`src/rtl/pipe_pkg.sv`:
```
// Shared types, constants and operand-match helper for the pipeline hazard/stall scheduler.
package pipe_pkg;

  typedef enum logic [1:0] {
    HZ_RUN      = 2'd0,
    HZ_MD_BUSY  = 2'd1,
    HZ_MEM_WAIT = 2'd2
  } hz_state_t;

  localparam logic [4:0] REG_ZERO        = 5'd0;
  localparam int         DEF_MULT_CYCLES = 4;
  localparam int         DEF_DIV_CYCLES  = 33;

  // $0 is hard-wired, so a write to it can never feed a reader.
  function automatic logic operand_match(
    input logic [4:0] dst,
    input logic [4:0] rs,
    input logic [4:0] rt,
    input logic       use_rs,
    input logic       use_rt
  );
    return (dst != REG_ZERO) && ((use_rs && (dst == rs)) || (use_rt && (dst == rt)));
  endfunction

endpackage

```
`src/rtl/hazard_stall_ctrl_if.sv`:
```
// Pipeline-side <-> hazard controller bundle: stage control fields in, enables/bubbles/md handshake out.
interface hazard_stall_ctrl_if;

  logic [4:0] ID_Rs;
  logic [4:0] ID_Rt;
  logic       ID_Use_Rs;
  logic       ID_Use_Rt;
  logic       ID_Branch;
  logic       EX_RegWrite;
  logic       EX_MemRead;
  logic [4:0] EX_Write_register;
  logic       EX_MulDiv;
  logic       EX_IsDiv;
  logic       MEM_MemRead;
  logic       MEM_MemAccess;
  logic [4:0] MEM_Write_register;
  logic       dmem_ready;
  logic       flush_req;

  logic       PC_Write;
  logic       IF_ID_Write;
  logic       ID_EX_Write;
  logic       ID_EX_Bubble;
  logic       EX_MEM_Write;
  logic       EX_MEM_Bubble;
  logic       MEM_WB_Bubble;
  logic       IF_ID_Flush;
  logic       md_start;
  logic       md_abort;
  logic       md_busy;

  modport master (
    output ID_Rs, ID_Rt, ID_Use_Rs, ID_Use_Rt, ID_Branch,
    output EX_RegWrite, EX_MemRead, EX_Write_register, EX_MulDiv, EX_IsDiv,
    output MEM_MemRead, MEM_MemAccess, MEM_Write_register, dmem_ready, flush_req,
    input  PC_Write, IF_ID_Write, ID_EX_Write, ID_EX_Bubble, EX_MEM_Write,
    input  EX_MEM_Bubble, MEM_WB_Bubble, IF_ID_Flush, md_start, md_abort, md_busy
  );

  modport slave (
    input  ID_Rs, ID_Rt, ID_Use_Rs, ID_Use_Rt, ID_Branch,
    input  EX_RegWrite, EX_MemRead, EX_Write_register, EX_MulDiv, EX_IsDiv,
    input  MEM_MemRead, MEM_MemAccess, MEM_Write_register, dmem_ready, flush_req,
    output PC_Write, IF_ID_Write, ID_EX_Write, ID_EX_Bubble, EX_MEM_Write,
    output EX_MEM_Bubble, MEM_WB_Bubble, IF_ID_Flush, md_start, md_abort, md_busy
  );

endinterface

```
`src/rtl/md_cycle_counter.sv`:
```
// Mult/div occupancy counter: clear beats load beats decrement; decrement stops at zero.
module md_cycle_counter #(
  parameter int WIDTH = 6
) (
  input  logic             clk,
  input  logic             resetn,
  input  logic             clr_i,
  input  logic             load_i,
  input  logic [WIDTH-1:0] load_val_i,
  input  logic             dec_i,
  output logic             zero_o
);

  logic [WIDTH-1:0] cnt_q, cnt_d;

  always_comb begin
    cnt_d = cnt_q;
    if (clr_i) begin
      cnt_d = '0;
    end else if (load_i) begin
      cnt_d = load_val_i;
    end else if (dec_i && (cnt_q != '0)) begin
      cnt_d = cnt_q - WIDTH'(1);
    end
  end

  always_ff @(posedge clk or negedge resetn) begin
    if (!resetn) begin
      cnt_q <= '0;
    end else begin
      cnt_q <= cnt_d;
    end
  end

  assign zero_o = (cnt_q == '0);

endmodule

```
`src/rtl/hazard_stall_ctrl.sv`:
```
// Stall/flush scheduler for the 5-stage core; outputs are combinational from state, counter and inputs.
// Optional HAZARD_PERF_EN adds saturating stall-cycle and bubble-cycle counters.
module hazard_stall_ctrl
  import pipe_pkg::*;
#(
  parameter int MULT_CYCLES = DEF_MULT_CYCLES,
  parameter int DIV_CYCLES  = DEF_DIV_CYCLES
) (
  input  logic                clk,
  input  logic                resetn,
  hazard_stall_ctrl_if.slave  bus
`ifdef HAZARD_PERF_EN
  ,
  output logic [31:0]         perf_stall_cycles,
  output logic [31:0]         perf_bubble_count
`endif
);

  localparam int MAX_CYCLES = (MULT_CYCLES > DIV_CYCLES) ? MULT_CYCLES : DIV_CYCLES;
  localparam int CW         = $clog2(MAX_CYCLES);
  localparam logic [CW-1:0] MULT_LOAD = CW'(MULT_CYCLES - 2);
  localparam logic [CW-1:0] DIV_LOAD  = CW'(DIV_CYCLES - 2);

  if (MULT_CYCLES < 2 || DIV_CYCLES < 2) begin : g_bad_cycles
    $error("hazard_stall_ctrl: MULT_CYCLES and DIV_CYCLES must both be >= 2");
  end

  hz_state_t state_q, state_d;
  hz_state_t ret_q, ret_d;
  hz_state_t eff_state;

  logic mem_stall, issue, branch_haz, load_use, md_zero;
  logic cnt_clr, cnt_load, cnt_dec;
  logic pc_wr, ifid_wr, idex_wr, idex_bub, exmem_wr, exmem_bub, memwb_bub, ifid_flush;
  logic md_start, md_abort;

  // While parked in MEM_WAIT the controller behaves as the state it will return to.
  assign eff_state = (state_q == HZ_MEM_WAIT) ? ret_q : state_q;
  assign mem_stall = bus.MEM_MemAccess && !bus.dmem_ready;
  assign issue     = (eff_state == HZ_RUN) && bus.EX_MulDiv && !mem_stall;

  assign branch_haz = bus.ID_Branch &&
    ((bus.EX_RegWrite && operand_match(bus.EX_Write_register, bus.ID_Rs, bus.ID_Rt,
                                       bus.ID_Use_Rs, bus.ID_Use_Rt)) ||
     (bus.MEM_MemRead && operand_match(bus.MEM_Write_register, bus.ID_Rs, bus.ID_Rt,
                                       bus.ID_Use_Rs, bus.ID_Use_Rt)));
  assign load_use = bus.EX_MemRead &&
    operand_match(bus.EX_Write_register, bus.ID_Rs, bus.ID_Rt, bus.ID_Use_Rs, bus.ID_Use_Rt);

  always_comb begin
    state_d    = state_q;
    ret_d      = ret_q;
    pc_wr      = 1'b1;
    ifid_wr    = 1'b1;
    idex_wr    = 1'b1;
    idex_bub   = 1'b0;
    exmem_wr   = 1'b1;
    exmem_bub  = 1'b0;
    memwb_bub  = 1'b0;
    ifid_flush = 1'b0;
    md_start   = 1'b0;
    md_abort   = 1'b0;
    cnt_clr    = 1'b0;
    cnt_load   = 1'b0;
    cnt_dec    = (eff_state == HZ_MD_BUSY);

    if (bus.flush_req) begin
      ifid_flush = 1'b1;
      idex_bub   = 1'b1;
      exmem_bub  = 1'b1;
      if ((eff_state == HZ_MD_BUSY) || issue) begin
        md_abort = 1'b1;
        cnt_clr  = 1'b1;
      end
      // The access in MEM survives the flush, so EX/MEM keeps holding it.
      if (mem_stall) begin
        exmem_wr  = 1'b0;
        exmem_bub = 1'b0;
        memwb_bub = 1'b1;
        state_d   = HZ_MEM_WAIT;
        ret_d     = HZ_RUN;
      end else begin
        state_d = HZ_RUN;
      end
    end else if (mem_stall) begin
      pc_wr     = 1'b0;
      ifid_wr   = 1'b0;
      idex_wr   = 1'b0;
      exmem_wr  = 1'b0;
      memwb_bub = 1'b1;
      state_d   = HZ_MEM_WAIT;
      ret_d     = eff_state;
    end else if (eff_state == HZ_MD_BUSY) begin
      if (md_zero) begin
        state_d = HZ_RUN;
      end else begin
        pc_wr     = 1'b0;
        ifid_wr   = 1'b0;
        idex_wr   = 1'b0;
        exmem_bub = 1'b1;
        state_d   = HZ_MD_BUSY;
      end
    end else if (issue) begin
      md_start  = 1'b1;
      cnt_load  = 1'b1;
      pc_wr     = 1'b0;
      ifid_wr   = 1'b0;
      idex_wr   = 1'b0;
      exmem_bub = 1'b1;
      state_d   = HZ_MD_BUSY;
    end else begin
      state_d = HZ_RUN;
      if (branch_haz || load_use) begin
        pc_wr    = 1'b0;
        ifid_wr  = 1'b0;
        idex_bub = 1'b1;
      end
    end
  end

  always_ff @(posedge clk or negedge resetn) begin
    if (!resetn) begin
      state_q <= HZ_RUN;
      ret_q   <= HZ_RUN;
    end else begin
      state_q <= state_d;
      ret_q   <= ret_d;
    end
  end

  md_cycle_counter #(.WIDTH(CW)) u_md_cnt (
    .clk        (clk),
    .resetn     (resetn),
    .clr_i      (cnt_clr),
    .load_i     (cnt_load),
    .load_val_i (bus.EX_IsDiv ? DIV_LOAD : MULT_LOAD),
    .dec_i      (cnt_dec),
    .zero_o     (md_zero)
  );

  assign bus.PC_Write      = pc_wr;
  assign bus.IF_ID_Write   = ifid_wr;
  assign bus.ID_EX_Write   = idex_wr;
  assign bus.ID_EX_Bubble  = idex_bub;
  assign bus.EX_MEM_Write  = exmem_wr;
  assign bus.EX_MEM_Bubble = exmem_bub;
  assign bus.MEM_WB_Bubble = memwb_bub;
  assign bus.IF_ID_Flush   = ifid_flush;
  assign bus.md_start      = md_start;
  assign bus.md_abort      = md_abort;
  assign bus.md_busy       = (state_q == HZ_MD_BUSY);

`ifdef HAZARD_PERF_EN
  logic [31:0] perf_stall_q, perf_stall_d;
  logic [31:0] perf_bubble_q, perf_bubble_d;

  always_comb begin
    perf_stall_d  = perf_stall_q;
    perf_bubble_d = perf_bubble_q;
    if (!pc_wr && (perf_stall_q != '1)) begin
      perf_stall_d = perf_stall_q + 32'd1;
    end
    if ((idex_bub || exmem_bub || memwb_bub) && (perf_bubble_q != '1)) begin
      perf_bubble_d = perf_bubble_q + 32'd1;
    end
  end

  always_ff @(posedge clk or negedge resetn) begin
    if (!resetn) begin
      perf_stall_q  <= '0;
      perf_bubble_q <= '0;
    end else begin
      perf_stall_q  <= perf_stall_d;
      perf_bubble_q <= perf_bubble_d;
    end
  end

  assign perf_stall_cycles = perf_stall_q;
  assign perf_bubble_count = perf_bubble_q;
`endif

endmodule

```
`src/flat_wrapper.sv`:
```
// flat-port wrapper written by rule: the top's interface ports become plain ports
module hazard_stall_ctrl_flat import pipe_pkg::*;
#(
  parameter int MULT_CYCLES = DEF_MULT_CYCLES,
  parameter int DIV_CYCLES  = DEF_DIV_CYCLES
)
  (clk, resetn, bus_ID_Rs, bus_ID_Rt, bus_ID_Use_Rs, bus_ID_Use_Rt, bus_ID_Branch, bus_EX_RegWrite, bus_EX_MemRead, bus_EX_Write_register, bus_EX_MulDiv, bus_EX_IsDiv, bus_MEM_MemRead, bus_MEM_MemAccess, bus_MEM_Write_register, bus_dmem_ready, bus_flush_req, bus_PC_Write, bus_IF_ID_Write, bus_ID_EX_Write, bus_ID_EX_Bubble, bus_EX_MEM_Write, bus_EX_MEM_Bubble, bus_MEM_WB_Bubble, bus_IF_ID_Flush, bus_md_start, bus_md_abort, bus_md_busy);
  hazard_stall_ctrl_if bus_i ();
  input  logic clk;
  input  logic resetn;
  input wire logic [$bits(bus_i.ID_Rs)-1:0] bus_ID_Rs;
  input wire logic [$bits(bus_i.ID_Rt)-1:0] bus_ID_Rt;
  input wire logic [$bits(bus_i.ID_Use_Rs)-1:0] bus_ID_Use_Rs;
  input wire logic [$bits(bus_i.ID_Use_Rt)-1:0] bus_ID_Use_Rt;
  input wire logic [$bits(bus_i.ID_Branch)-1:0] bus_ID_Branch;
  input wire logic [$bits(bus_i.EX_RegWrite)-1:0] bus_EX_RegWrite;
  input wire logic [$bits(bus_i.EX_MemRead)-1:0] bus_EX_MemRead;
  input wire logic [$bits(bus_i.EX_Write_register)-1:0] bus_EX_Write_register;
  input wire logic [$bits(bus_i.EX_MulDiv)-1:0] bus_EX_MulDiv;
  input wire logic [$bits(bus_i.EX_IsDiv)-1:0] bus_EX_IsDiv;
  input wire logic [$bits(bus_i.MEM_MemRead)-1:0] bus_MEM_MemRead;
  input wire logic [$bits(bus_i.MEM_MemAccess)-1:0] bus_MEM_MemAccess;
  input wire logic [$bits(bus_i.MEM_Write_register)-1:0] bus_MEM_Write_register;
  input wire logic [$bits(bus_i.dmem_ready)-1:0] bus_dmem_ready;
  input wire logic [$bits(bus_i.flush_req)-1:0] bus_flush_req;
  output wire logic [$bits(bus_i.PC_Write)-1:0] bus_PC_Write;
  output wire logic [$bits(bus_i.IF_ID_Write)-1:0] bus_IF_ID_Write;
  output wire logic [$bits(bus_i.ID_EX_Write)-1:0] bus_ID_EX_Write;
  output wire logic [$bits(bus_i.ID_EX_Bubble)-1:0] bus_ID_EX_Bubble;
  output wire logic [$bits(bus_i.EX_MEM_Write)-1:0] bus_EX_MEM_Write;
  output wire logic [$bits(bus_i.EX_MEM_Bubble)-1:0] bus_EX_MEM_Bubble;
  output wire logic [$bits(bus_i.MEM_WB_Bubble)-1:0] bus_MEM_WB_Bubble;
  output wire logic [$bits(bus_i.IF_ID_Flush)-1:0] bus_IF_ID_Flush;
  output wire logic [$bits(bus_i.md_start)-1:0] bus_md_start;
  output wire logic [$bits(bus_i.md_abort)-1:0] bus_md_abort;
  output wire logic [$bits(bus_i.md_busy)-1:0] bus_md_busy;
  assign bus_i.ID_Rs = bus_ID_Rs;
  assign bus_i.ID_Rt = bus_ID_Rt;
  assign bus_i.ID_Use_Rs = bus_ID_Use_Rs;
  assign bus_i.ID_Use_Rt = bus_ID_Use_Rt;
  assign bus_i.ID_Branch = bus_ID_Branch;
  assign bus_i.EX_RegWrite = bus_EX_RegWrite;
  assign bus_i.EX_MemRead = bus_EX_MemRead;
  assign bus_i.EX_Write_register = bus_EX_Write_register;
  assign bus_i.EX_MulDiv = bus_EX_MulDiv;
  assign bus_i.EX_IsDiv = bus_EX_IsDiv;
  assign bus_i.MEM_MemRead = bus_MEM_MemRead;
  assign bus_i.MEM_MemAccess = bus_MEM_MemAccess;
  assign bus_i.MEM_Write_register = bus_MEM_Write_register;
  assign bus_i.dmem_ready = bus_dmem_ready;
  assign bus_i.flush_req = bus_flush_req;
  assign bus_PC_Write = bus_i.PC_Write;
  assign bus_IF_ID_Write = bus_i.IF_ID_Write;
  assign bus_ID_EX_Write = bus_i.ID_EX_Write;
  assign bus_ID_EX_Bubble = bus_i.ID_EX_Bubble;
  assign bus_EX_MEM_Write = bus_i.EX_MEM_Write;
  assign bus_EX_MEM_Bubble = bus_i.EX_MEM_Bubble;
  assign bus_MEM_WB_Bubble = bus_i.MEM_WB_Bubble;
  assign bus_IF_ID_Flush = bus_i.IF_ID_Flush;
  assign bus_md_start = bus_i.md_start;
  assign bus_md_abort = bus_i.md_abort;
  assign bus_md_busy = bus_i.md_busy;
  hazard_stall_ctrl #(.MULT_CYCLES(MULT_CYCLES), .DIV_CYCLES(DIV_CYCLES)) u_core (.clk(clk), .resetn(resetn), .bus(bus_i));
endmodule
```
`config.mk`:
```
export PLATFORM = sky130hd
export DESIGN_NAME = hazard_stall_ctrl_flat
export DESIGN_NICKNAME = d
export VERILOG_FILES = /design/src/rtl/pipe_pkg.sv /design/src/rtl/hazard_stall_ctrl_if.sv /design/src/rtl/md_cycle_counter.sv /design/src/rtl/hazard_stall_ctrl.sv /design/src/flat_wrapper.sv
export SDC_FILE = /design/constraint.sdc
export NUM_CORES = 1
export LEC_CHECK = 0
export CAP_MARGIN = 10
export CORE_MARGIN = 5
export CORE_UTILIZATION = 37
export CTS_CLUSTER_DIAMETER = 40
export CTS_CLUSTER_SIZE = 40
export DETAILED_ROUTE_END_ITERATION = 16
export PLACE_DENSITY = 0.74
export SLEW_MARGIN = 20
export SYNTH_ARGS = -nofsm -noshare
export SYNTH_HDL_FRONTEND = slang
export SYNTH_SLANG_ARGS = --single-unit
```
`constraint.sdc`:
```
create_clock -name clk -period 1.95 [get_ports clk]
set_input_delay 0.39 -clock clk [delete_from_list [all_inputs] [get_ports clk]]
set_output_delay 0.39 -clock clk [all_outputs]
set_load 0.01 [all_outputs]
```
# Word level (Yosys, flattened, before mapping)
# Cells that the tools add are included.
totals:
  regBits: 10
  mem_bits_rw: 0
  latchBits: 0
  romBits: 0
  memories: 0
  output_inout_bits: 11
  in_bits: 33
classes:
  div: 0
  n_mux: 42
  shift: 0
  n_bitwise: 0
  n_reduce_logical: 27
  eq_ne: 7
  multipliers: 0
  addsub: 1
  n_lt_le_gt_ge: 0
op_table:
  columns: ["cell", "n"]
  rows:
  - ["1-bit two-way mux", 30]
  - ["5-bit equality test", 4]
  - ["6-bit two-way mux", 3]
  - ["2-bit two-way mux", 8]
  - ["1-bit logical AND", 14]
  - ["5-bit nonzero test", 2]
  - ["6-bit zero test", 1]
  - ["6-bit nonzero test", 1]
  - ["6-bit by 1-bit subtractor with 6-bit output, second input constant", 1]
  - ["1-bit logical OR", 5]
  - ["5-bit two-way mux", 1]
  - ["2-bit by 1-bit equality test with 1-bit output, second input constant", 2]
  - ["3-bit nonzero test", 1]
  - ["2-bit equality test, second input constant", 1]
  - ["1-bit zero test", 2]
  - ["2-bit zero test", 1]

# Depth between registers and ports, before layout
logic_depth:
  ltp_word: 13
  depth_mapped: 7

# Cells and area by module
# From an unflattened synthesis, not the netlist that was laid out.
unflattened:
  hier_cells: 133
  hier_area_um2: 1047.3
by_module_without_submodules:
  columns: ["module", "area_each_um2", "n_inst", "cells_per_inst"]
  rows:
  - ["hazard_stall_ctrl", 584.3, 1, 80]
  - ["md_cycle_counter", 462.9, 1, 53]

# Least setup slack after synthesis
# OpenSTA, ideal clock, no wires.
synth_timing:
  path_kind: "register -> output"
  start: "register u_core.u_md_cnt.cnt_q[0]"
  end: "output port bus_PC_Write"
  required_ns: 1.560
  setup_slack_ns: -0.511
  t_arrival_ns: 2.071
  stages_incl_launch_ff: 8
  cell_sequence: "dfrtp_1 inv_1 ha_1 or4b_4 o21bai_4 a31o_2 a21boi_0 buf_4"
synth_between:
  elab_chain_cells: 5
synth_rtl:
  columns: ["item", "line_no", "rtl"]
  rows:
  - ["start, declared", "md_cycle_counter.sv:14", "logic [WIDTH-1:0] cnt_q, cnt_d;"]
  - ["start signal, assigned", "md_cycle_counter.sv:31", "cnt_q <= cnt_d;"]
  - ["6-bit zero test", "md_cycle_counter.sv:35", "assign zero_o = (cnt_q == '0);"]
  - ["1-bit two-way mux (4 in series)", null, null]
  - ["end, declared", "flat_wrapper.sv:26", "output wire logic [$bits(bus_i.PC_Write)-1:0] bus_PC_Write;"]
# No other way between the ends.

# Worst setup path after layout
layout_timing:
  start: "register u_core.u_md_cnt.cnt_q[1]"
  end: "output port bus_PC_Write"
layout_between:
  elab_chain_cells: 5
layout_rtl:
  columns: ["item", "line_no", "rtl"]
  rows:
  - ["6-bit zero test", "md_cycle_counter.sv:35", null]
  - ["1-bit two-way mux", "hazard_stall_ctrl.sv:94", "if (md_zero) begin"]
  - ["1-bit two-way mux", "hazard_stall_ctrl.sv:93", "end else if (eff_state == HZ_MD_BUSY) begin"]
  - ["1-bit two-way mux", "hazard_stall_ctrl.sv:85", "end else if (mem_stall) begin"]
  - ["1-bit two-way mux", "hazard_stall_ctrl.sv:67", "if (bus.flush_req) begin"]
# No other way between the ends.

==> results.cfg <==
[outcome]
status = complete, but fails checks
violations = negative setup slack

[hold_path]
hold_class = input pin to async pin

[setup_path]
slowest_stage = or4b_4
path_cells = inv_2 > ha_4 > or4b_4 > o21bai_4 > a31o_4 > a21boi_4 > buf_2
cp-end-kind = output port
cp.required_ns = 1.56
cp.arrival_ns = 2.03
crit_fanout = 4
path_class = flop to output port
worstReg2RegStart = u_core.u_md_cnt.cnt_q[1]$_DFFE_PN0P_
start_kind = flop
path_delay_family = simple AND/OR/NAND/NOR gates
crit_start = u_core.u_md_cnt.cnt_q[1]$_DFFE_PN0P_
cpPeakStageDelay_ns = 0.52
critPathBufInv = 2

[cts]
cts_made_buffers = 3
htreeDepth = 1
cts.sinks = 10
hold_buffers = 0
clk_path_buf_depth = 2
root_buffer = clkbuf_4
clk_pin_slew_worst_paths_ns = 0.09
cts_tree = done
clkLatencyLatePin_ns = 0.29

[die]
placementRows = 18
start_util_pct = 39.34
coreArea_mm2 = 0.002500
dieHeight_um = 61.56
boundaryPins = 44
die_area_mm2 = 0.003789
die_w_um = 61.56

[placement]
preCtsSetupSlack_ns = -0.9739
gp_congestion = 1.012
port_buffers = 43
hpwl_um = 2749

[final_layout]
antenna_cells = 0
syn_to_final_growth_pct = 94.78
seqCellArea_um2 = 251.5
multi_input_area_um2 = 788.3
nNetsFinal = 236
utilization_pct = 76.63
drive_above_1_share_pct = 42.79
nFillCells = 155

[timing]
tightestPinTransition_ns = 0.4925
fmax_mhz = 412.9
hold_slack_ns = 0.4225
period_share_pct = 124.2
finalMaxSlewViolations = 0
slew_headroom_pct = 67.06
setup_ws_ns = -0.4720
layout_min_cycle_time_ns = 2.422
setup_viol = 12
hold_viol = 0
clock-skew-final_ns = 0.01542
rsz0062_at_grt = yes

[yosys]
syn-num-nets = 148
async_flop_share_pct = 100.0
synthCells = 114
yosysWarnings = 0
synth_top_flop_cell = dfrtp_1
synth-seq-cells = 10
synth.avg_cell_area_um2 = 8.627
yosys.area.top_type = dfrtp_1
syn_area_um2 = 983.4
synth_cell_types = 39
yosysTopAreaCellShare_pct = 25.45
yosysSeqAreaShare_pct = 25.45
synth-edff-count = 0
synth.area.top_cells = dfrtp_1, xnor2_1, o21ai_0

[grt]
grt_overflow = 0
grt_antenna_before_repair = 0
grt_pass1_vias = 1354
grt_max_degree = 13
grt_usage_pct = 21.03
grt_pass1_wl_um = 6058

[routing]
wl_um = 4243
drc = 0
via_count = 1300
drt_iter0_markers = 57
wl_per_cell_um = 18.37
ant_nets = 0
viasPerCell = 5.628
dr.pass1.iters = 4

[pwr]
finalPower_mw = 1.371
power_density_mw_per_mm2 = 715.5
power.leakage_nw = 0.9519
vdd_drop_max_uv = 789.9

[flow_run]
maxCapViolations = 0
cell type report:
cell class,count,area share (%)
multi-input combinational,94,41.15
timing repair buffer,89,41.08
sequential,10,13.13
tap,30,1.960
clock buffer,4,1.894
inverter,4,0.7838
cells in the mapped netlist (2+ instances only):
master     n
a221o_1    3
o21ai_0    9
buf_4      2
xnor2_1   20
nor3_1     4
o22ai_1    3
or3_1      2
and2_1     2
nor2_1     7
nand2_1    7
clkbuf_1   2
inv_1      4
a211oi_1   2
dfrtp_1   10
and2b_2    2
nand4b_1   2
a21boi_0   3
nand4_1    5
a21oi_1    5
registers in the layout, indices dropped and copies added (netlist names):
name and cells:
u_core.u_md_cnt.cnt_q 6, u_core.ret_q 2, u_core.state_q 2
kinds of logic after synthesis:
| family | count (synthesis) | share of synthesized area, % |
|---|---|---|
| AO/OA/AOI/OAI | 36 | 26.85 |
| XOR/XNOR | 20 | 17.81 |
| adder cells (fa/ha/maj) | 1 | 1.272 |
| buffers and inverters | 10 | 6.360 |
| flip-flops | 10 | 25.45 |
| AND/OR/NAND/NOR | 37 | 22.27 |
worst paths after layout:
| check | end | slack, ns | cells after the start |
|---|---|---|---|
| max in group asynchronous | u_core.ret_q[1]$_DFFE_PN0P_ | 1.17 | 1 |
| worst min-delay path | u_core.u_md_cnt.cnt_q[5]$_DFFE_PN0P_ | 0.42 | 1 |
| worst max register to register | u_core.u_md_cnt.cnt_q[2]$_DFFE_PN0P_ | -0.15 | 9 |
| worst max-delay path | bus_PC_Write | -0.47 | 7 |
| min in group clk | u_core.u_md_cnt.cnt_q[0]$_DFFE_PN0P_ | 0.57 | 2 |
| worst min register to register | u_core.u_md_cnt.cnt_q[0]$_DFFE_PN0P_ | 0.57 | 2 |
layer usage:
metal	wire length (µm)	vias to the layer above	GRT usage (%)
li1	-	597	-
met1	1702	635	24.59
met2	2177	52	38.42
met3	244	16	4.822
met4	119	0	5.152
met5	0	-	0
repair_timing:
item,CTS,global route
gates cloned,0,0
setup endpoints to repair,14,14
pin swaps,13,18
resized for setup,62,31
setup buffers,11,7
per-stage QoR:
step | instance area, µm² | setup TNS, ns | instances
final | 1916 | -2.758 | 231
after global routing | 1916 | -3.670 | 231
after CTS | 1788 | -2.199 | 226
after detailed placement | 1649 | -6.087 | 211
after global placement | 1649 | -5.865 | 211
after floorplan | 1007 | -0.4468 | 114
worst reg2reg max path: stages (launching register included):
cell      delay [ns]
dfrtp_1         0.40
inv_2           0.08
ha_4            0.13
or4b_4          0.52
o21bai_4        0.15
buf_4           0.13
buf_6           0.09
buf_6           0.11
a21oi_4         0.06
a221o_1         0.31
layout by cell type, fill, tap and decap left out, types with 5 or more instances in the layout:
master,instances
dfrtp_1,9
clkdlybuf4s50_1,11
xnor2_1,18
buf_4,42
buf_2,6
buf_6,8
dlygate4sd2_1,7
dlymetal6s2s_1,14
nand2_1,7
o21ai_0,7
nand4_1,5
where the power goes:
group	internal [mW]	total (mW)	switching, mW
clock network	0.114	0.206	0.0921
logic	0.479	0.861	0.382
registers	0.259	0.304	0.0446
Power figures use the tool's default switching activity.
